===== config.mk =====
export PLATFORM = sky130hd
export DESIGN_NAME = aes_block_loader_flat
export DESIGN_NICKNAME = d
export VERILOG_FILES = /design/src/rtl/aes_pkg.sv /design/src/rtl/aes_block_loader_if.sv /design/src/rtl/aes_word_packer.sv /design/src/rtl/aes_block_loader.sv /design/src/flat_wrapper.sv
export SDC_FILE = /design/constraint.sdc
export NUM_CORES = 1
export LEC_CHECK = 0
export CORE_MARGIN = 4
export CORE_UTILIZATION = 50
export DETAILED_ROUTE_END_ITERATION = 8
export GPL_ROUTABILITY_DRIVEN = 1
export PLACE_DENSITY = 0.87
export SETUP_SLACK_MARGIN = 0.5
export SLEW_MARGIN = 20
export SYNTH_ARGS = -nofsm -noshare
export SYNTH_HDL_FRONTEND = slang
export SYNTH_HIERARCHICAL = 1
export SYNTH_SLANG_ARGS = --single-unit

===== constraint.sdc =====
create_clock -name clk -period 6.5 [get_ports clk]
set_clock_uncertainty 0.2 [all_clocks]
set_input_delay 0.975 -clock clk [delete_from_list [all_inputs] [get_ports clk]]
set_output_delay 0.975 -clock clk [all_outputs]
set_load 0.02 [all_outputs]

===== src/rtl/aes_pkg.sv =====
`default_nettype none
// ============================================================================
// Module      : aes_pkg
// Description : Shared AES-128 constants and types (block width, round
//               constants, block/word typedefs) used by the cipher and its
//               block loader.
// Revision    : 1.0 - initial release
// ============================================================================
package aes_pkg;

  localparam int AES_BLK_W  = 128;
  localparam int AES_WORD_W = 32;

  // Key-schedule round constants (rcon[i] = x^(i-1) in GF(2^8))
  localparam logic [7:0] AES_RCON1  = 8'h01;
  localparam logic [7:0] AES_RCON2  = 8'h02;
  localparam logic [7:0] AES_RCON3  = 8'h04;
  localparam logic [7:0] AES_RCON4  = 8'h08;
  localparam logic [7:0] AES_RCON5  = 8'h10;
  localparam logic [7:0] AES_RCON6  = 8'h20;
  localparam logic [7:0] AES_RCON7  = 8'h40;
  localparam logic [7:0] AES_RCON8  = 8'h80;
  localparam logic [7:0] AES_RCON9  = 8'h1b;
  localparam logic [7:0] AES_RCON10 = 8'h36;

  // Bit 0 is the most significant bit of the block (FIPS-197 byte order)
  typedef logic [0:AES_BLK_W-1]  aes_blk_t;
  typedef logic [0:AES_WORD_W-1] aes_word_t;

  // Type of the block currently being assembled
  typedef enum logic {
    BLK_PT  = 1'b0,
    BLK_KEY = 1'b1
  } blk_type_e;

  // Number of input words making up one block
  function automatic int words_per_blk(input int word_w);
    return AES_BLK_W / word_w;
  endfunction

endpackage
`default_nettype wire


===== src/rtl/aes_block_loader_if.sv =====
`default_nettype none
// ============================================================================
// Module      : aes_block_loader_if
// Description : Word-stream input and block-output handshake bundle of the
//               AES block loader. The loader sits on the slave modport; the
//               word source / cipher side sits on the master modport.
// Revision    : 1.0 - initial release
// ============================================================================
interface aes_block_loader_if #(
  parameter int WORD_W = 32
);
  import aes_pkg::*;

  // word stream
  logic              s_valid;
  logic              s_ready;
  logic [0:WORD_W-1] s_data;
  logic              s_is_key;
  logic              clear_key;
  // block output
  aes_blk_t          plaintext;
  aes_blk_t          key;
  logic              blk_valid;
  logic              blk_ready;
  logic              key_valid;
  logic              err;

  modport slave (
    input  s_valid, s_data, s_is_key, clear_key, blk_ready,
    output s_ready, plaintext, key, blk_valid, key_valid, err
  );

  modport master (
    output s_valid, s_data, s_is_key, clear_key, blk_ready,
    input  s_ready, plaintext, key, blk_valid, key_valid, err
  );

endinterface
`default_nettype wire


===== src/rtl/aes_word_packer.sv =====
`default_nettype none
// ============================================================================
// Module      : aes_word_packer
// Description : Shifts accepted words into a 128-bit assembly buffer, counts
//               words, latches the block type from word 0 and detects type
//               mismatches. Raises a combinational one-cycle done flag with
//               the completed block so the caller can register it on the
//               same edge as the last word.
// Revision    : 1.0 - initial release
// ============================================================================
module aes_word_packer
  import aes_pkg::*;
#(
  parameter int WORD_W = 32   // 8, 16, 32 or 64
) (
  input  logic              clk,
  input  logic              rst_n,
  input  logic              accept_i,     // word transferred this edge
  input  logic              flush_key_i,  // discard a partial key block
  input  logic [0:WORD_W-1] data_i,
  input  logic              is_key_i,
  output logic              last_slot_o,  // next accepted word completes a block
  output logic              done_o,
  output logic              mismatch_o,
  output blk_type_e         type_o,
  output aes_blk_t          blk_o
);

  localparam int WORDS = words_per_blk(WORD_W);
  localparam int CNT_W = $clog2(WORDS);
  localparam logic [CNT_W-1:0] CNT_LAST = CNT_W'(WORDS - 1);
  localparam logic [CNT_W-1:0] CNT_ONE  = CNT_W'(1);

  logic [CNT_W-1:0] cnt_q, cnt_d, cnt_eff;
  blk_type_e        type_q, type_d, word_type;
  aes_blk_t         buf_q, buf_d;

  assign word_type = blk_type_e'(is_key_i);

  // Word count, type latch, shift buffer and completion/mismatch decode
  always_comb begin
    // A flushed partial key restarts counting before this edge's word
    cnt_eff    = (flush_key_i && type_q == BLK_KEY) ? '0 : cnt_q;
    cnt_d      = cnt_eff;
    type_d     = type_q;
    buf_d      = buf_q;
    done_o     = 1'b0;
    mismatch_o = 1'b0;
    if (accept_i) begin
      // Earlier words move toward bit 0; stale words fall off after WORDS shifts
      buf_d = {buf_q[WORD_W +: AES_BLK_W-WORD_W], data_i};
      if (cnt_eff == '0) begin
        type_d = word_type;
        cnt_d  = CNT_ONE;
      end else if (word_type != type_q) begin
        // The offending word starts a fresh block of its own type
        mismatch_o = 1'b1;
        type_d     = word_type;
        cnt_d      = CNT_ONE;
      end else if (cnt_eff == CNT_LAST) begin
        done_o = 1'b1;
        cnt_d  = '0;
      end else begin
        cnt_d = cnt_eff + CNT_ONE;
      end
    end
  end

  // Assembly state registers
  always_ff @(posedge clk or negedge rst_n) begin
    if (!rst_n) begin
      cnt_q  <= '0;
      type_q <= BLK_PT;
      buf_q  <= '0;
    end else begin
      cnt_q  <= cnt_d;
      type_q <= type_d;
      buf_q  <= buf_d;
    end
  end

  assign last_slot_o = (cnt_q == CNT_LAST);
  assign type_o      = type_q;
  assign blk_o       = buf_d;

endmodule
`default_nettype wire


===== src/rtl/aes_block_loader.sv =====
`default_nettype none
// ============================================================================
// Module      : aes_block_loader
// Description : Upstream feeder for the combinational AES-128 datapath.
//               Packs a valid/ready word stream into key and plaintext
//               blocks, holds the key across many plaintext blocks and
//               presents registered plaintext/key with a blk_valid/blk_ready
//               handshake while the next block is being assembled.
// Revision    : 1.0 - initial release
// ============================================================================
module aes_block_loader
  import aes_pkg::*;
#(
  parameter int WORD_W = 32   // 8, 16, 32 or 64
) (
  input  logic                clk,
  input  logic                rst_n,
  aes_block_loader_if.slave   bus
);

  aes_blk_t  pt_q, pt_d;
  aes_blk_t  key_q, key_d;
  logic      blk_valid_q, blk_valid_d;
  logic      key_valid_q, key_valid_d;
  logic      clr_pend_q, clr_pend_d;
  logic      err_q, err_d;

  logic      s_ready;
  logic      accept;
  logic      drop_key_word;
  logic      pk_last_slot;
  logic      pk_done;
  logic      pk_mismatch;
  blk_type_e pk_type;
  aes_blk_t  pk_blk;

  // The last word of a block may only land when the held pair can be replaced
  assign s_ready       = !(pk_last_slot && blk_valid_q && !bus.blk_ready);
  assign accept        = bus.s_valid && s_ready;
  // A key word arriving with clear_key is discarded: the clear wins
  assign drop_key_word = bus.clear_key && bus.s_is_key;

  aes_word_packer #(
    .WORD_W (WORD_W)
  ) u_packer (
    .clk         (clk),
    .rst_n       (rst_n),
    .accept_i    (accept && !drop_key_word),
    .flush_key_i (bus.clear_key),
    .data_i      (bus.s_data),
    .is_key_i    (bus.s_is_key),
    .last_slot_o (pk_last_slot),
    .done_o      (pk_done),
    .mismatch_o  (pk_mismatch),
    .type_o      (pk_type),
    .blk_o       (pk_blk)
  );

  // Output block, key ownership and error pulse next-state
  always_comb begin
    pt_d        = pt_q;
    key_d       = key_q;
    blk_valid_d = blk_valid_q;
    key_valid_d = key_valid_q;
    clr_pend_d  = clr_pend_q;
    err_d       = pk_mismatch;

    if (blk_valid_q && bus.blk_ready) begin
      blk_valid_d = 1'b0;
    end

    // Plaintext needs a key that is still valid after this edge
    if (pk_done && pk_type == BLK_PT) begin
      if (key_valid_q && !bus.clear_key) begin
        pt_d        = pk_blk;
        blk_valid_d = 1'b1;
      end else begin
        err_d = 1'b1;
      end
    end

    // Deferred zeroing once the cipher has released the held pair
    if (clr_pend_q && !blk_valid_q) begin
      key_d      = '0;
      clr_pend_d = 1'b0;
    end

    if (bus.clear_key) begin
      key_valid_d = 1'b0;
      if (!blk_valid_q) begin
        key_d      = '0;
        clr_pend_d = 1'b0;
      end else begin
        clr_pend_d = 1'b1;
      end
    end

    // A fresh key supersedes any pending clear
    if (pk_done && pk_type == BLK_KEY) begin
      key_d       = pk_blk;
      key_valid_d = 1'b1;
      clr_pend_d  = 1'b0;
    end
  end

  // Output and control registers
  always_ff @(posedge clk or negedge rst_n) begin
    if (!rst_n) begin
      pt_q        <= '0;
      key_q       <= '0;
      blk_valid_q <= 1'b0;
      key_valid_q <= 1'b0;
      clr_pend_q  <= 1'b0;
      err_q       <= 1'b0;
    end else begin
      pt_q        <= pt_d;
      key_q       <= key_d;
      blk_valid_q <= blk_valid_d;
      key_valid_q <= key_valid_d;
      clr_pend_q  <= clr_pend_d;
      err_q       <= err_d;
    end
  end

  assign bus.s_ready   = s_ready;
  assign bus.plaintext = pt_q;
  assign bus.key       = key_q;
  assign bus.blk_valid = blk_valid_q;
  assign bus.key_valid = key_valid_q;
  assign bus.err       = err_q;

endmodule
`default_nettype wire

===== src/flat_wrapper.sv =====
// flat-port wrapper written by rule: the top's interface ports become plain ports
module aes_block_loader_flat import aes_pkg::*;
#(
  parameter int WORD_W = 32                     
)
  (clk, rst_n, bus_s_valid, bus_s_data, bus_s_is_key, bus_clear_key, bus_blk_ready, bus_s_ready, bus_plaintext, bus_key, bus_blk_valid, bus_key_valid, bus_err);
  aes_block_loader_if #(.WORD_W(WORD_W)) bus_i ();
  input  logic clk;
  input  logic rst_n;
  input wire logic [$bits(bus_i.s_valid)-1:0] bus_s_valid;
  input wire logic [$bits(bus_i.s_data)-1:0] bus_s_data;
  input wire logic [$bits(bus_i.s_is_key)-1:0] bus_s_is_key;
  input wire logic [$bits(bus_i.clear_key)-1:0] bus_clear_key;
  input wire logic [$bits(bus_i.blk_ready)-1:0] bus_blk_ready;
  output wire logic [$bits(bus_i.s_ready)-1:0] bus_s_ready;
  output wire logic [$bits(bus_i.plaintext)-1:0] bus_plaintext;
  output wire logic [$bits(bus_i.key)-1:0] bus_key;
  output wire logic [$bits(bus_i.blk_valid)-1:0] bus_blk_valid;
  output wire logic [$bits(bus_i.key_valid)-1:0] bus_key_valid;
  output wire logic [$bits(bus_i.err)-1:0] bus_err;
  assign bus_i.s_valid = bus_s_valid;
  assign bus_i.s_data = bus_s_data;
  assign bus_i.s_is_key = bus_s_is_key;
  assign bus_i.clear_key = bus_clear_key;
  assign bus_i.blk_ready = bus_blk_ready;
  assign bus_s_ready = bus_i.s_ready;
  assign bus_plaintext = bus_i.plaintext;
  assign bus_key = bus_i.key;
  assign bus_blk_valid = bus_i.blk_valid;
  assign bus_key_valid = bus_i.key_valid;
  assign bus_err = bus_i.err;
  aes_block_loader #(.WORD_W(WORD_W)) u_core (.clk(clk), .rst_n(rst_n), .bus(bus_i));
endmodule

==> reports/metrics.cfg <==
[yosys]
syn_avg_cell_area_um2 = 15.63
synthMuxAreaShare = 0.2180
yosys.area_share.simple = 0.05643
synth_cells = 1020
yosysUniqueCellTypes = 29
synth_fp_nets = 1061
synthAdderAreaFrac = 0.002354
yosys_warnings = 6
synth_top_family_by_area = multiplexers
netlist_area_um2 = 15940
synthXorXnorAreaFrac = 0.0005494
synth-compound-area-share = 0.07440
ys_ff_latch = 391
yosysSeqAreaShare = 0.6137

[clock_network]
clk_pin_slew_ps = 60
clock_latency_ps = 520
clkSinkCount = 391
cts-root-buf = clkbuf_16
cts_htree_levels = 2
post_cts_resized = 0
clockBufferDepth = 3
cts_hold_buf = 0
tritoncts = yes
cts_setup_buffers = 0
numCtsBuffers = 41

[worst_setup_path]
crit_type = input pin to flip-flop
start_kind = input pin
crit_path_end_kind = flip-flop
arrival_ps = 4190
critPathLaunch = bus_clear_key
cp_max_fo = 41
required_ps = 6690
r2r-start = u_core/u_packer/type_o

[power_and_ir_drop]
p_comb_frac = 0.100
p_per_area_nw_per_um2 = 279.3
ir_worst_vdd_uv = 189.9
swShare = 0.2421
p_clk_frac = 0.409
p_int_w = 0.004324
sequentialPowerShare = 0.491
p_leak_nw = 9.830
power_switching_w = 0.001382

[timing]
rsz0062_at_grt = false
post-route-period-util = 0.6142
max_slew_margin = 0.3086
layout_setup_ws_ps = 2508
fin_setup_tns_ps = 0
max_freq_mhz = 250.5
period_needed_ps = 3992
drv_slew = 0
hold_viol = 0
worstMarginPinSlew_ps = 1037
setup_violations = 0

[floorplanning]
core_um2 = 31470
die_y_um = 186.6
die_w_um = 186.6
io_pins = 298
initial_core_util = 0.5065
dieArea_um2 = 34810
rows = 65

[layout]
final_cell_mix = dfrtp_1, clkdlybuf4s50_1, mux2_4
antennaDiodeCount = 0
fin_util = 0.6491
final_cells = 1717
fin_area_um2 = 20430
drive_gt1_frac = 0.3582
fin_nets = 1329
layout_commonest_cell = dfrtp_1
area_delta_synth_final_pct = 28.14
fillers = 2154

[route]
final_antenna_net_count = 0
drc = 0
drtIter0Drc = 733
via_per_inst = 5.772
wl_per_cell_um = 23.95
drt_wl_total_mm = 41.13
vias = 9911
drt_pass1_iterations = 4

[global_route]
met2_usage = 0.3479
globalRouteTotalUtil = 0.2307
grt.overflow.total = 0
grt_max_degree = 145
top_usage_layer = met2
antenna_found_initial = 0
met1_usage = 0.3428
grt_pass1_wl_mm = 64.80
grt_use_met3 = 0.04957
grt_pass1_vias = 10750

[place]
placed_area_um2 = 19050
port_buffers = 297
dp_cells = 1646
place.gp.congestion = 0.8075
pre_cts_ws_ps = 1779
dp_hpwl_mm = 25.82

[run_status]
outcome = completed

[flow_run]
cap_violations = 0

[min_path]
hp-class = flip-flop to flip-flop
min_from = u_core/u_packer/buf_q[109]

## final cells by class
type                    count  area (µm²)  share of cell area
flip-flops and latches    391        9788              0.4791
multi-input cells         540        5647              0.2764
repair buffers            310        3133              0.1534
clock buffers              57        1186             0.05806
well taps                 402       503.0             0.02462
clock inverters            13       157.7            0.007717
inverters                   4       15.01           0.0007349
## sequential cells by signal (all words and copies together) (netlist names)
signal and count:
u_core/bus.key 128, u_core/bus.key_valid 1, u_core/bus.err 1, u_core/bus.blk_valid 1, u_core/u_packer/buf_q 128, u_core/bus.plaintext 128, u_core/clr_pend_q 1, u_core/u_packer/cnt_q 2
u_core/u_packer/type_o 1
## path summary, 6_finish.rpt
path | slack (ps) | cells past startpoint | to
worst max-delay path | 2510 | 11 | u_core/bus.plaintext[118]
max in group asynchronous | 4220 | 2 | u_core/bus.key[86]
worst max register to register | 2800 | 10 | u_core/bus.plaintext[118]
worst min register to register | 300 | 1 | u_core/u_packer/buf_q[109]
worst min-delay path | 300 | 1 | u_core/u_packer/buf_q[109]
min in group asynchronous | 320 | 1 | u_core/bus.plaintext[32]
## per-stage QoR
stage	power (W)	hold WS (ps)
2_1_floorplan	0.003159	271.4
3_3_place_gp	0.003369	287.1
3_5_place_dp	0.003405	286.0
4_1_cts	0.005748	303.9
5_1_grt	0.005945	319.9
6_report	0.005705	297.4
## critical path: stages
cell             delay (ps)
clkdlybuf4s50_1         570
nand2_1                 110
and2_1                  190
inv_1                    80
ha_1                    220
nor3b_4                 220
buf_4                   380
and4bb_4                320
buf_4                   360
buf_16                  330
mux2_2                  370
## layer usage
| layer | share of wire | vias to the layer above |
|---|---|---|
| li1 | - | 4275 |
| met1 | 0.46 | 5238 |
| met2 | 0.46 | 335 |
| met3 | 0.059 | 63 |
| met4 | 0.025 | 0 |
| met5 | 0 | - |
## power by group through the flow
| stage | clock network (W) | logic, W | registers [W] |
|---|---|---|---|
| after floorplan | 0 | 0.000410 | 0.00275 |
| after global placement | 0 | 0.000546 | 0.00282 |
| after detailed placement | 0 | 0.000571 | 0.00283 |
| after CTS | 0.00238 | 0.000575 | 0.00280 |
| after global routing | 0.00250 | 0.000625 | 0.00282 |
| final | 0.00233 | 0.000573 | 0.00280 |
## synth_stat cells (all sizes together)
cell type | instances | share of area
a21bo | 1 | 0.00063
inv | 4 | 0.00094
a22o | 1 | 0.00055
a21o | 1 | 0.00047
nand4b | 1 | 0.00055
ha | 3 | 0.0024
clkbuf | 48 | 0.011
and3 | 129 | 0.051
and4bb | 1 | 0.0010
nand3b | 1 | 0.00047
xnor2 | 1 | 0.00055
nand2 | 5 | 0.0013
nand2b | 1 | 0.00039
dfrtp | 391 | 0.61
a31o | 129 | 0.071
o21ai | 2 | 0.00063
a21oi | 1 | 0.00031
mux2 | 257 | 0.22
buf | 37 | 0.022
o21bai | 2 | 0.00094
nor3b | 2 | 0.0013
and2 | 2 | 0.00078
## cells by family (layout without fill, tap and decap cells)
kind of cell               count (synthesis)  in the layout
AOI/OAI and AO/OA                        137            137
adders and majority gates                  3              3
buffers and inverters                     89            384
xor gates and xnor gates                   1              1
muxes                                    257            257
and+or+nand+nor                          142            142
DFF                                      391            391
Note: power is estimated with default switching activity, not from simulation.
